<file path="src/rtl/npu_layer_sequencer_if.sv">
// Handshake and ALU-facing bus of the NPU layer sequencer.
// NPU_SEQ_STALL_EN adds the stall_i request line.
interface npu_layer_sequencer_if;
    logic       start_i;
    logic       abort_i;
`ifdef NPU_SEQ_STALL_EN
    logic       stall_i;
`endif
    logic [7:0] alu_o;
    logic [4:0] w_reg_addr_npu_o;
    logic [3:0] result_sel_o;
    logic [2:0] layer_o;
    logic       busy_o;
    logic       done_o;

    modport master (
`ifdef NPU_SEQ_STALL_EN
        input  stall_i,
`endif
        input  start_i, abort_i,
        output alu_o, w_reg_addr_npu_o, result_sel_o, layer_o, busy_o, done_o
    );

    modport slave (
`ifdef NPU_SEQ_STALL_EN
        output stall_i,
`endif
        output start_i, abort_i,
        input  alu_o, w_reg_addr_npu_o, result_sel_o, layer_o, busy_o, done_o
    );
endinterface

</file>
<file path="src/rtl/npu_layer_sequencer.sv">
// Issues the LeNet layer opcodes C1..C5, a drain slot and the LRMOVE result transfers
// to the NPU ALU. Optional stall support is enabled with NPU_SEQ_STALL_EN.
`ifndef C1
`define C1     8'h11
`endif
`ifndef S2
`define S2     8'h12
`endif
`ifndef C3
`define C3     8'h13
`endif
`ifndef S4
`define S4     8'h14
`endif
`ifndef C5
`define C5     8'h15
`endif
`ifndef LRMOVE
`define LRMOVE 8'h20
`endif

module npu_layer_sequencer #(
    parameter int unsigned LAYER_HOLD   = 2,
    parameter int unsigned RESULT_BYTES = 10,
    parameter logic [4:0]  REG_BASE     = 5'd0,
    parameter logic [7:0]  IDLE_OP      = 8'h00
) (
    input  logic                          clk_i,
    input  logic                          rst_i,
    npu_layer_sequencer_if.master         seq
);
    typedef enum logic [3:0] {
        ST_IDLE  = 4'd0,
        ST_C1    = 4'd1,
        ST_S2    = 4'd2,
        ST_C3    = 4'd3,
        ST_S4    = 4'd4,
        ST_C5    = 4'd5,
        ST_DRAIN = 4'd6,
        ST_MOVE  = 4'd7,
        ST_DONE  = 4'd8
    } state_t;

    localparam logic [3:0] HOLD_LAST = 4'(LAYER_HOLD - 1);
    localparam logic [3:0] BYTE_LAST = 4'(RESULT_BYTES - 1);

    state_t     state_r, state_s;
    logic [3:0] hold_cnt_r, hold_cnt_s;
    logic [3:0] byte_cnt_r, byte_cnt_s;
    logic       stall_s, abort_take_s, freeze_out_s;

    logic [7:0] alu_r, alu_s;
    logic [4:0] wreg_r, wreg_s;
    logic [3:0] sel_r, sel_s;
    logic [2:0] layer_r, layer_s;
    logic       busy_r, busy_s;
    logic       done_r, done_s;

`ifdef NPU_SEQ_STALL_EN
    assign stall_s = seq.stall_i;
`else
    assign stall_s = 1'b0;
`endif

    assign abort_take_s = seq.abort_i && (state_r != ST_IDLE);
    assign freeze_out_s = stall_s && !abort_take_s;

    // Next state and counters; abort beats stall, stall freezes everything.
    always_comb begin
        state_s    = state_r;
        hold_cnt_s = hold_cnt_r;
        byte_cnt_s = byte_cnt_r;
        if (abort_take_s) begin
            state_s    = ST_IDLE;
            hold_cnt_s = 4'd0;
            byte_cnt_s = 4'd0;
        end else if (stall_s) begin
            state_s    = state_r;
        end else begin
            case (state_r)
                ST_IDLE: begin
                    hold_cnt_s = 4'd0;
                    byte_cnt_s = 4'd0;
                    if (seq.start_i && !seq.abort_i) begin
                        state_s = ST_C1;
                    end else begin
                        state_s = ST_IDLE;
                    end
                end
                ST_C1, ST_S2, ST_C3, ST_S4, ST_C5: begin
                    // Enum codes are consecutive, so C5 + 1 lands on DRAIN.
                    if (hold_cnt_r == HOLD_LAST) begin
                        hold_cnt_s = 4'd0;
                        state_s    = state_t'(state_r + 4'd1);
                    end else begin
                        hold_cnt_s = hold_cnt_r + 4'd1;
                    end
                end
                ST_DRAIN: begin
                    state_s    = ST_MOVE;
                    byte_cnt_s = 4'd0;
                end
                ST_MOVE: begin
                    if (byte_cnt_r == BYTE_LAST) begin
                        state_s    = ST_DONE;
                        byte_cnt_s = 4'd0;
                    end else begin
                        byte_cnt_s = byte_cnt_r + 4'd1;
                    end
                end
                ST_DONE: begin
                    state_s = ST_IDLE;
                end
                default: begin
                    state_s    = ST_IDLE;
                    hold_cnt_s = 4'd0;
                    byte_cnt_s = 4'd0;
                end
            endcase
        end
    end

    // Output decode from the upcoming state so every output is a plain register.
    always_comb begin
        alu_s   = IDLE_OP;
        sel_s   = 4'd0;
        wreg_s  = 5'd0;
        layer_s = 3'd0;
        busy_s  = 1'b0;
        done_s  = 1'b0;
        if (freeze_out_s) begin
            alu_s   = IDLE_OP;
            sel_s   = sel_r;
            wreg_s  = wreg_r;
            layer_s = layer_r;
            busy_s  = busy_r;
            done_s  = done_r;
        end else begin
            case (state_s)
                ST_C1:    begin alu_s = `C1; layer_s = 3'd1; busy_s = 1'b1; end
                ST_S2:    begin alu_s = `S2; layer_s = 3'd2; busy_s = 1'b1; end
                ST_C3:    begin alu_s = `C3; layer_s = 3'd3; busy_s = 1'b1; end
                ST_S4:    begin alu_s = `S4; layer_s = 3'd4; busy_s = 1'b1; end
                ST_C5:    begin alu_s = `C5; layer_s = 3'd5; busy_s = 1'b1; end
                ST_DRAIN: begin layer_s = 3'd6; busy_s = 1'b1; end
                ST_MOVE: begin
                    alu_s   = `LRMOVE;
                    sel_s   = byte_cnt_s;
                    wreg_s  = REG_BASE + {1'b0, byte_cnt_s};
                    layer_s = 3'd7;
                    busy_s  = 1'b1;
                end
                ST_DONE:  begin done_s = 1'b1; end
                default:  begin alu_s = IDLE_OP; end
            endcase
        end
    end

    // State and counter registers.
    always_ff @(posedge clk_i or posedge rst_i) begin
        if (rst_i) begin
            state_r    <= ST_IDLE;
            hold_cnt_r <= 4'd0;
            byte_cnt_r <= 4'd0;
        end else begin
            state_r    <= state_s;
            hold_cnt_r <= hold_cnt_s;
            byte_cnt_r <= byte_cnt_s;
        end
    end

    // Output registers.
    always_ff @(posedge clk_i or posedge rst_i) begin
        if (rst_i) begin
            alu_r   <= IDLE_OP;
            sel_r   <= 4'd0;
            wreg_r  <= 5'd0;
            layer_r <= 3'd0;
            busy_r  <= 1'b0;
            done_r  <= 1'b0;
        end else begin
            alu_r   <= alu_s;
            sel_r   <= sel_s;
            wreg_r  <= wreg_s;
            layer_r <= layer_s;
            busy_r  <= busy_s;
            done_r  <= done_s;
        end
    end

    assign seq.alu_o            = alu_r;
    assign seq.result_sel_o     = sel_r;
    assign seq.w_reg_addr_npu_o = wreg_r;
    assign seq.layer_o          = layer_r;
    assign seq.busy_o           = busy_r;
    assign seq.done_o           = done_r;
endmodule
</file>
<file path="src/flat_wrapper.sv">
// flat-port wrapper written by rule: the top's interface ports become plain ports
module npu_layer_sequencer_flat 
#(
    parameter int unsigned LAYER_HOLD   = 2,
    parameter int unsigned RESULT_BYTES = 10,
    parameter logic [4:0]  REG_BASE     = 5'd0,
    parameter logic [7:0]  IDLE_OP      = 8'h00
)
  (clk_i, rst_i, seq_start_i, seq_abort_i, seq_alu_o, seq_w_reg_addr_npu_o, seq_result_sel_o, seq_layer_o, seq_busy_o, seq_done_o);
  npu_layer_sequencer_if seq_i ();
  input  logic clk_i;
  input  logic rst_i;
  input wire logic [$bits(seq_i.start_i)-1:0] seq_start_i;
  input wire logic [$bits(seq_i.abort_i)-1:0] seq_abort_i;
  output wire logic [$bits(seq_i.alu_o)-1:0] seq_alu_o;
  output wire logic [$bits(seq_i.w_reg_addr_npu_o)-1:0] seq_w_reg_addr_npu_o;
  output wire logic [$bits(seq_i.result_sel_o)-1:0] seq_result_sel_o;
  output wire logic [$bits(seq_i.layer_o)-1:0] seq_layer_o;
  output wire logic [$bits(seq_i.busy_o)-1:0] seq_busy_o;
  output wire logic [$bits(seq_i.done_o)-1:0] seq_done_o;
  assign seq_i.start_i = seq_start_i;
  assign seq_i.abort_i = seq_abort_i;
  assign seq_alu_o = seq_i.alu_o;
  assign seq_w_reg_addr_npu_o = seq_i.w_reg_addr_npu_o;
  assign seq_result_sel_o = seq_i.result_sel_o;
  assign seq_layer_o = seq_i.layer_o;
  assign seq_busy_o = seq_i.busy_o;
  assign seq_done_o = seq_i.done_o;
  npu_layer_sequencer #(.LAYER_HOLD(LAYER_HOLD), .RESULT_BYTES(RESULT_BYTES), .REG_BASE(REG_BASE), .IDLE_OP(IDLE_OP)) u_core (.clk_i(clk_i), .rst_i(rst_i), .seq(seq_i));
endmodule
</file>
<file path="config.mk">
export PLATFORM = sky130hd
export DESIGN_NAME = npu_layer_sequencer_flat
export DESIGN_NICKNAME = d
export VERILOG_FILES = /design/src/rtl/npu_layer_sequencer_if.sv /design/src/rtl/npu_layer_sequencer.sv /design/src/flat_wrapper.sv
export SDC_FILE = /design/constraint.sdc
export NUM_CORES = 1
export LEC_CHECK = 0
export CAP_MARGIN = 20
export CORE_MARGIN = 2
export CORE_UTILIZATION = 56
export CTS_BUF_LIST = sky130_fd_sc_hd__clkbuf_16
export DETAILED_ROUTE_END_ITERATION = 6
export PLACE_DENSITY = 0.84
export SLEW_MARGIN = 25
export SYNTH_ARGS = -nofsm -noshare
export SYNTH_HDL_FRONTEND = slang
export SYNTH_SLANG_ARGS = --single-unit
export TNS_END_PERCENT = 1
</file>
<file path="constraint.sdc">
create_clock -name clk_i -period 6.19 [get_ports clk_i]
set_input_delay 0.619 -clock clk_i [delete_from_list [all_inputs] [get_ports clk_i]]
set_output_delay 0.619 -clock clk_i [all_outputs]
set_load 0.1 [all_outputs]
</file>
==> impl_results.md, run 1 <==
* Fmax at 371.5 MHz
* Fillers at roughly 170
* FF-to-FF setup slack at approximately 3.5 ns
* Proportion of power drawn by the clock network at 0.282
* Synthesized flop and latch total at 26
* PortBufs at 21
* Ports at 26
* Routed Antenna Nets at 0
* Nets at 175
* Post-synth EDFFs at 0
* Hold Path Sink: u_core.byte_cnt_r[3]
* DRC viols at 0
* Leading cell types in the layout, fill and taps excluded: dfrtp_1, clkdlybuf4s50_1, nor2_1, inv_1
* CTS buffer count at 3
* Setup Skew at 0.002653 ns
* Crit-path max FO at 11
* Worst setup EP type: flip-flop
* Final hold violations at 0
* Worst path bufs/invs at 1
* Synth Area in Simple Gates at 0.2307
* Via-per-instance ratio at 6.073
* Ys flop type: dfrtp_1
* First-pass GRT wire length at 5.299 mm
* Clock tree buffer depth at 2
* Post-DP HPWL at 2.332 mm
* Hold Crit Depth at 1
* Crit start category: flip-flop
* Root buf cell: clkbuf_16
* Vias at 1,166
* Worst Hold Class: flip-flop to flip-flop
* Grt ovf at 0
* Sw Pwr at about 0.00028 W
* Combinational family with the most area after synthesis: simple AND/OR/NAND/NOR gates
* RSZ-0062 raised after global routing: no
* Sw frac at 0.4174
* Starting density of the core at 0.5955
* Worst Reg2Reg Path Length in Cells at 7
* Hold buffer count at cts at 0
* Adder-cell share of the synthesized area at 0.06785
* Combinational share of power at 0.410
* Pre-antenna DRT Iters at 4
* VDD IR max at 0.0003091 V
* Ant diodes at 0
* Library cells used by synthesis at 51
* Syn. warnings at 0
* Syn Area/Cell at 10.10 µm²
* Period utilisation layout at 0.4349
* Post-Syn Area at 1475 µm²
* Max-cap violation count at 0
* Final Util at 0.7096
* Die ar. at around 3100 µm²
* Chip width at about 55 µm
* R2R Path Start: u_core.state_r[0]
* Post-synthesis mux area share at 0
* Int Pwr at slightly below 0.0004 W
* Min Tclk post-route at 2.692 ns
* Sink Count at 26
* Final setup viols at 0
* H-tree depth at 1
* Leakage at 0.7798 nW
* Sequential cell area at about 650 µm²
* Worst r2r dst: u_core.seq.done_o
* Row cnt at 18
* Status: finished clean
* Power per cell area at 377.9 nW/µm²
* Area post-placement at 1653 µm²
* Critical path required time at 6.39 ns
* Commonest non-fill, non-tap cell in the layout: dfrtp_1
* Antenna violations before repair at 0
* Crit-path leading delay family: simple AND/OR/NAND/NOR gates
* CP Class: flip-flop to flip-flop
* Final Instance Area at 1758 µm²
* Reg power frac at 0.307
* Worst slew pin tran at 0.9791 ns
* Register area share after synthesis at 0.4411
* Ys async rst share at 1.000
* Top cells by area, synth: dfrtp_1, ha_1, buf_4
* DR iter-0 viols at 43
* Clock Latency Late Sink at 0.26 ns
* WP data arrival at 2.89 ns
* CP Depth at 7
* Top-area cell type share of the netlist area at 0.4411
* Hold Crit Start: u_core.byte_cnt_r[3]
* Die Ht at 55.33 µm
* CORE AREA at 2477 µm²
* Rel. slew slack at 0.3453
* Largest net degree at the start of global routing at 27
* Worst path cell trace: inv_1, ha_1, or4_4, nand4_1, a21oi_1, a211oi_2, and3_1
* Xor-xnor portion of the synthesized cell area at 0.005937
* Area delta synth->final at 19.17%
* Final setup TNS at 0 ns
* Post-CTS Setup Bufs at 0
* Max-slew violations at 0
* Post-Synthesis Cells at 146
* CTS tree: yes
* Routed Wire Length at 3.294 mm
* Synth Area in Compound Gates at 0.1662
* Layout cell share with drive strength beyond 1 at 0.09259
* Routed len/inst at 17.16 µm
* CP max stage cell: a211oi_2
* Vias in the first global route at 1,125
* Overall routing resource usage at 0.2223
* Post-cts sizing count at 0
* Clock slew seen by the registers of the worst setup and hold paths at 0.06 ns
* Post-synth top area cell: dfrtp_1
* CP peak stage delay at around 0.66 ns
* Gpl congestion at roughly 0.85
* Footprint of the multi-input gates at slightly above 700 µm²
## Yosys cell counts (3+ instances only)
library cell,instances
nor4_1,4
buf_4,9
a21oi_1,5
dfrtp_1,26
inv_1,12
nand2_1,8
ha_1,8
o21ai_0,6
nor2_1,13
nand2b_1,3
nor3_1,6
## per-layer routing
layer,global-route usage,share of wire,vias to the layer above
met5,0,0,-
met4,0.08362,0.015,0
li1,-,-,549
met1,0.2741,0.42,562
met2,0.3741,0.51,48
met3,0.05621,0.058,7
## how the worst max path moves through the flow
stage                      startpoint                    endpoint  slack [ns]
finish              u_core.state_r[0]           u_core.seq.done_o        3.50
global route        u_core.state_r[0]         u_core.seq.alu_o[4]        3.38
CTS                 u_core.state_r[0]           u_core.seq.done_o        3.54
detailed placement  u_core.state_r[0]           u_core.seq.done_o        3.60
global placement    u_core.state_r[0]           u_core.seq.done_o        3.69
floorplan           u_core.state_r[0]  u_core.seq.result_sel_o[1]        3.98
## layout make-up
| class | count | area share |
|---|---|---|
| Sequential cell | 26 | 0.3701 |
| Multi-Input combinational cell | 99 | 0.4036 |
| Clock inverter | 1 | 0.01708 |
| Tap cell | 30 | 0.02135 |
| Clock buffer | 3 | 0.04270 |
| Timing Repair Buffer | 21 | 0.1196 |
| Inverter | 12 | 0.02562 |
## worst reg2reg max path, cell delays in order (launching register included)
cell      delay (ns)
dfrtp_1         0.44
inv_1           0.13
ha_1            0.30
or4_4           0.53
nand4_1         0.20
a21oi_1         0.11
a211oi_2        0.66
and3_1          0.26
## metrics by stage
step	worst slack (ns)	power [W]	hold slack [ns]	cells
finish	3.498	0.0006644	0.5593	192
floorplan	3.977	0.0004194	0.4746	149
detailed placement	3.601	0.0004731	0.5373	188
CTS	3.541	0.0006631	0.5469	192
global placement	3.688	0.0004628	0.5198	188
global route	3.380	0.0006885	0.5855	192
## flip-flops by register name (all words and copies together), names as in the netlist
register / count
u_core.byte_cnt_r: 4
u_core.seq.alu_o: 5
u_core.seq.result_sel_o: 4
u_core.hold_cnt_r: 4
u_core.seq.done_o: 1
u_core.state_r: 4
u_core.seq.busy_o: 1
u_core.seq.layer_o: 3
## power groups by stage
stage / registers, W / logic [W] / clock network, W
CTS: 0.000204 / 0.000270 / 0.000189
global route: 0.000207 / 0.000286 / 0.000196
finish: 0.000204 / 0.000273 / 0.000187
global placement: 0.000205 / 0.000258 / 0
floorplan: 0.000298 / 0.000121 / 0
detailed placement: 0.000207 / 0.000266 / 0
## kinds of logic after synthesis
group / after synthesis
AOI/OAI and AO/OA: 31
other: 1
and+or+nand+nor: 55
adders and majority gates: 8
DFF: 26
buffers and inverters: 24
xor gates and xnor gates: 1
Power figures use the tool's default switching activity.
==> inputs of run 2 (changes only) <==
--- a/config.mk
+++ b/config.mk
@@ -7,10 +7,10 @@
 export LEC_CHECK = 0
 export CAP_MARGIN = 20
 export CORE_MARGIN = 2
-export CORE_UTILIZATION = 56
+export CORE_UTILIZATION = 47
 export CTS_BUF_LIST = sky130_fd_sc_hd__clkbuf_16
 export DETAILED_ROUTE_END_ITERATION = 6
-export PLACE_DENSITY = 0.84
+export PLACE_DENSITY = 0.75
 export SLEW_MARGIN = 25
 export SYNTH_ARGS = -nofsm -noshare
 export SYNTH_HDL_FRONTEND = slang
==> constraint.sdc (replaced) <==
create_clock -name clk_i -period 2.45 [get_ports clk_i]
set_input_delay 0.245 -clock clk_i [delete_from_list [all_inputs] [get_ports clk_i]]
set_output_delay 0.245 -clock clk_i [all_outputs]
set_load 0.1 [all_outputs]
==> run 2 against run 1 <==
Worst hold slack lost 0.22 ns. Setup slack lost 3.4 ns. Clock-buffer cell count unchanged. Routed wire length fell by 8.3%. Cell area rose by 1.1%. Die area grew 18%. Critical path type unchanged. Non-clock buffer count up 5. Total power increased to 2.5 times the previous value. Clock power grew to 2.5 times the previous value. Fmax increased by 16%. Largest power group unchanged.
==> impl_results.md, run 2 (synthesized netlist as in run 1, its figures left out) <==
* Worst slew pin tran at 0.6581 ns (-0.3209 ns)
* Worst Hold Class: input pin to async pin
* Overall routing resource usage at 0.1911 (-0.03122)
* Critical path required time at 2.58 ns (-3.81 ns)
* Power per cell area at 942.2 nW/µm² (+150%)
* Final Util at 0.5872 (-0.1224)
* Min Tclk post-route at 2.324 ns (-0.3681 ns)
* Crit-path max FO at 8 (-3)
* Max FFs per register at 5 (unchanged)
* Status: finished clean
* Via-per-instance ratio at 5.417 (-11%)
* Routed Wire Length at 3.021 mm (-8.3%)
* Commonest non-fill, non-tap cell in the layout: dfrtp_1
* Final Instance Area at 1778 µm² (+1.1%)
* Leading cell types in the layout, fill and taps excluded: dfrtp_1, buf_4, nor2_1, inv_1, ha_1
* CTS buffer count at 3 (unchanged)
* Final hold violations at 0 (unchanged)
* Area post-placement at 1663 µm² (+0.61%)
* Nets at 180 (+2.9%)
* H-tree depth at 1 (unchanged)
* Root buf cell: clkbuf_16
* Clock slew seen by the registers of the worst setup and hold paths at 0.06 ns (about the same)
* Largest net degree at the start of global routing at 27 (unchanged)
* Max-cap violation count at 0 (unchanged)
* Ant diodes at 0 (unchanged)
* Int Pwr at 0.0009799 W (+150%)
* CORE AREA at 3028 µm² (+22%)
* Rel. slew slack at 0.5566 (+0.2114)
* WP data arrival at 2.46 ns (-0.43 ns)
* Vias in the first global route at 1,060 (-5.8%)
* Pre-antenna DRT Iters at 4 (unchanged)
* Proportion of power drawn by the clock network at 0.284 (+0.002)
* CP Class: flip-flop to flip-flop
* Post-cts sizing count at 0 (unchanged)
* Die ar. at 3603 µm² (+18%)
* Antenna violations before repair at 0 (unchanged)
* Clock Latency Late Sink at 0.26 ns (about the same)
* Fillers at 250 (+44%)
* Row cnt at 20 (+2)
* Grt ovf at 0 (unchanged)
* Ports at 26 (unchanged)
* Routed len/inst at 14.32 µm (-17%)
* Worst setup EP type: flip-flop
* Area delta synth->final at 20.53%
* Setup Skew at 0.002544 ns (-0.0001092 ns)
* Combinational share of power at 0.408 (-0.002)
* Crit start category: flip-flop
* Post-Layout Cell Count at 211 (+9.9%)
* Post-CTS Setup Bufs at 0 (unchanged)
* Die Ht at 60.03 µm (+8.5%)
* Reg power frac at 0.308 (about the same)
* DRC viols at 0 (unchanged)
* Chip width at 60.03 µm (+8.5%)
* Period utilisation layout at 0.9485 (+0.5136)
* Layout cell share with drive strength beyond 1 at 0.2455 (+0.1529)
* VDD IR max at 0.0005836 V (+89%)
* Final setup viols at 0 (unchanged)
* Vias at 1,143 (-2.0%)
* DR iter-0 viols at 51 (+19%)
* Routed Antenna Nets at 0 (unchanged)
* PortBufs at 21 (unchanged)
* Sw frac at 0.4150 (-0.002329)
* Post-placement cell count at 207 (+10%)
* Gpl congestion at 0.8916 (+5.2%)
* Final setup TNS at 0 ns (unchanged)
* Leakage at 0.8402 nW (+7.7%)
* Max-slew violations at 0 (unchanged)
* Post-DP HPWL at 2.277 mm (-2.4%)
* Sw Pwr at 0.0006952 W (+150%)
* Clock tree buffer depth at 2 (unchanged)
* RSZ-0062 raised after global routing: no
* First-pass GRT wire length at 4.968 mm (-6.2%)
* Starting density of the core at 0.4872 (-0.1083)
* CTS tree: yes
* Fmax at 430.3 MHz (+16%)
* Sink Count at 26 (unchanged)
* Hold buffer count at cts at 0 (unchanged)
-- run 2: cell types whose count changed in the layout (fill, tap and decap cells not counted), sizes merged --
cell / previous run / this run
buf: 0 / 23
clkdlybuf4s50: 21 / 3
-- run 2: metrics by stage --
| step | power (W) | hold slack [ns] | setup slack (ns) |
|---|---|---|---|
| finish | 0.001675 | 0.3365 | 0.1262 |
| global route | 0.001757 | 0.3738 | 0.002838 |
| CTS | 0.001668 | 0.3504 | 0.03620 |
| detailed placement | 0.001192 | 0.5418 | 0.05262 |
| global placement | 0.001176 | 0.5243 | 0.1362 |
| floorplan | 0.001060 | 0.2850 | 0.2371 |
-- run 2: worst paths after layout --
check | startpoint | to | slack [ns] | cells past startpoint
max in group asynchronous | rst_i | u_core.state_r[0] | 1.85 | 3
min reg2reg | u_core.byte_cnt_r[3] | u_core.byte_cnt_r[3] | 0.55 | 1
min | rst_i | u_core.seq.layer_o[2] | 0.34 | 3
max | u_core.state_r[0] | u_core.seq.result_sel_o[2] | 0.13 | 7
max reg2reg | u_core.state_r[0] | u_core.seq.result_sel_o[2] | 0.13 | 7
min in group clk_i | u_core.byte_cnt_r[3] | u_core.byte_cnt_r[3] | 0.55 | 1
-- run 2: per-layer routing --
| layer | wire, µm | up-vias | track usage |
|---|---|---|---|
| li1 | - | 553 | - |
| met1 | 1378 | 556 | 0.2452 |
| met2 | 1459 | 27 | 0.3043 |
| met3 | 118 | 7 | 0.04545 |
| met4 | 65 | 0 | 0.08571 |
| met5 | 0 | - | 0 |
-- run 2: critical path, cell delays in order (launching register included) --
cell and delay, ns:
dfrtp_2 0.41, inv_1 0.11, ha_1 0.28, or4_4 0.51, and4b_4 0.24, a21boi_2 0.19, and2_1 0.34, nor4_1 0.12
-- run 2: final cells by class --
class	instances	area (µm²)	share of cell area
well taps	44	55.05	0.03096
clock buffers	3	75.07	0.04222
multi-input cells	99	716.9	0.4032
repair buffers	26	202.7	0.1140
clock inverters	1	30.03	0.01689
flip-flops and latches	26	653.1	0.3673
inverters	12	45.04	0.02533
-- run 2: power groups by stage --
stage / clock [W] / sequential, W / combinational, W
2_1_floorplan: 0 / 0.000753 / 0.000307
3_3_place_gp: 0 / 0.000520 / 0.000656
3_5_place_dp: 0 / 0.000522 / 0.000669
4_1_cts: 0.000484 / 0.000514 / 0.000670
5_1_grt: 0.000506 / 0.000522 / 0.000729
6_report: 0.000476 / 0.000515 / 0.000684
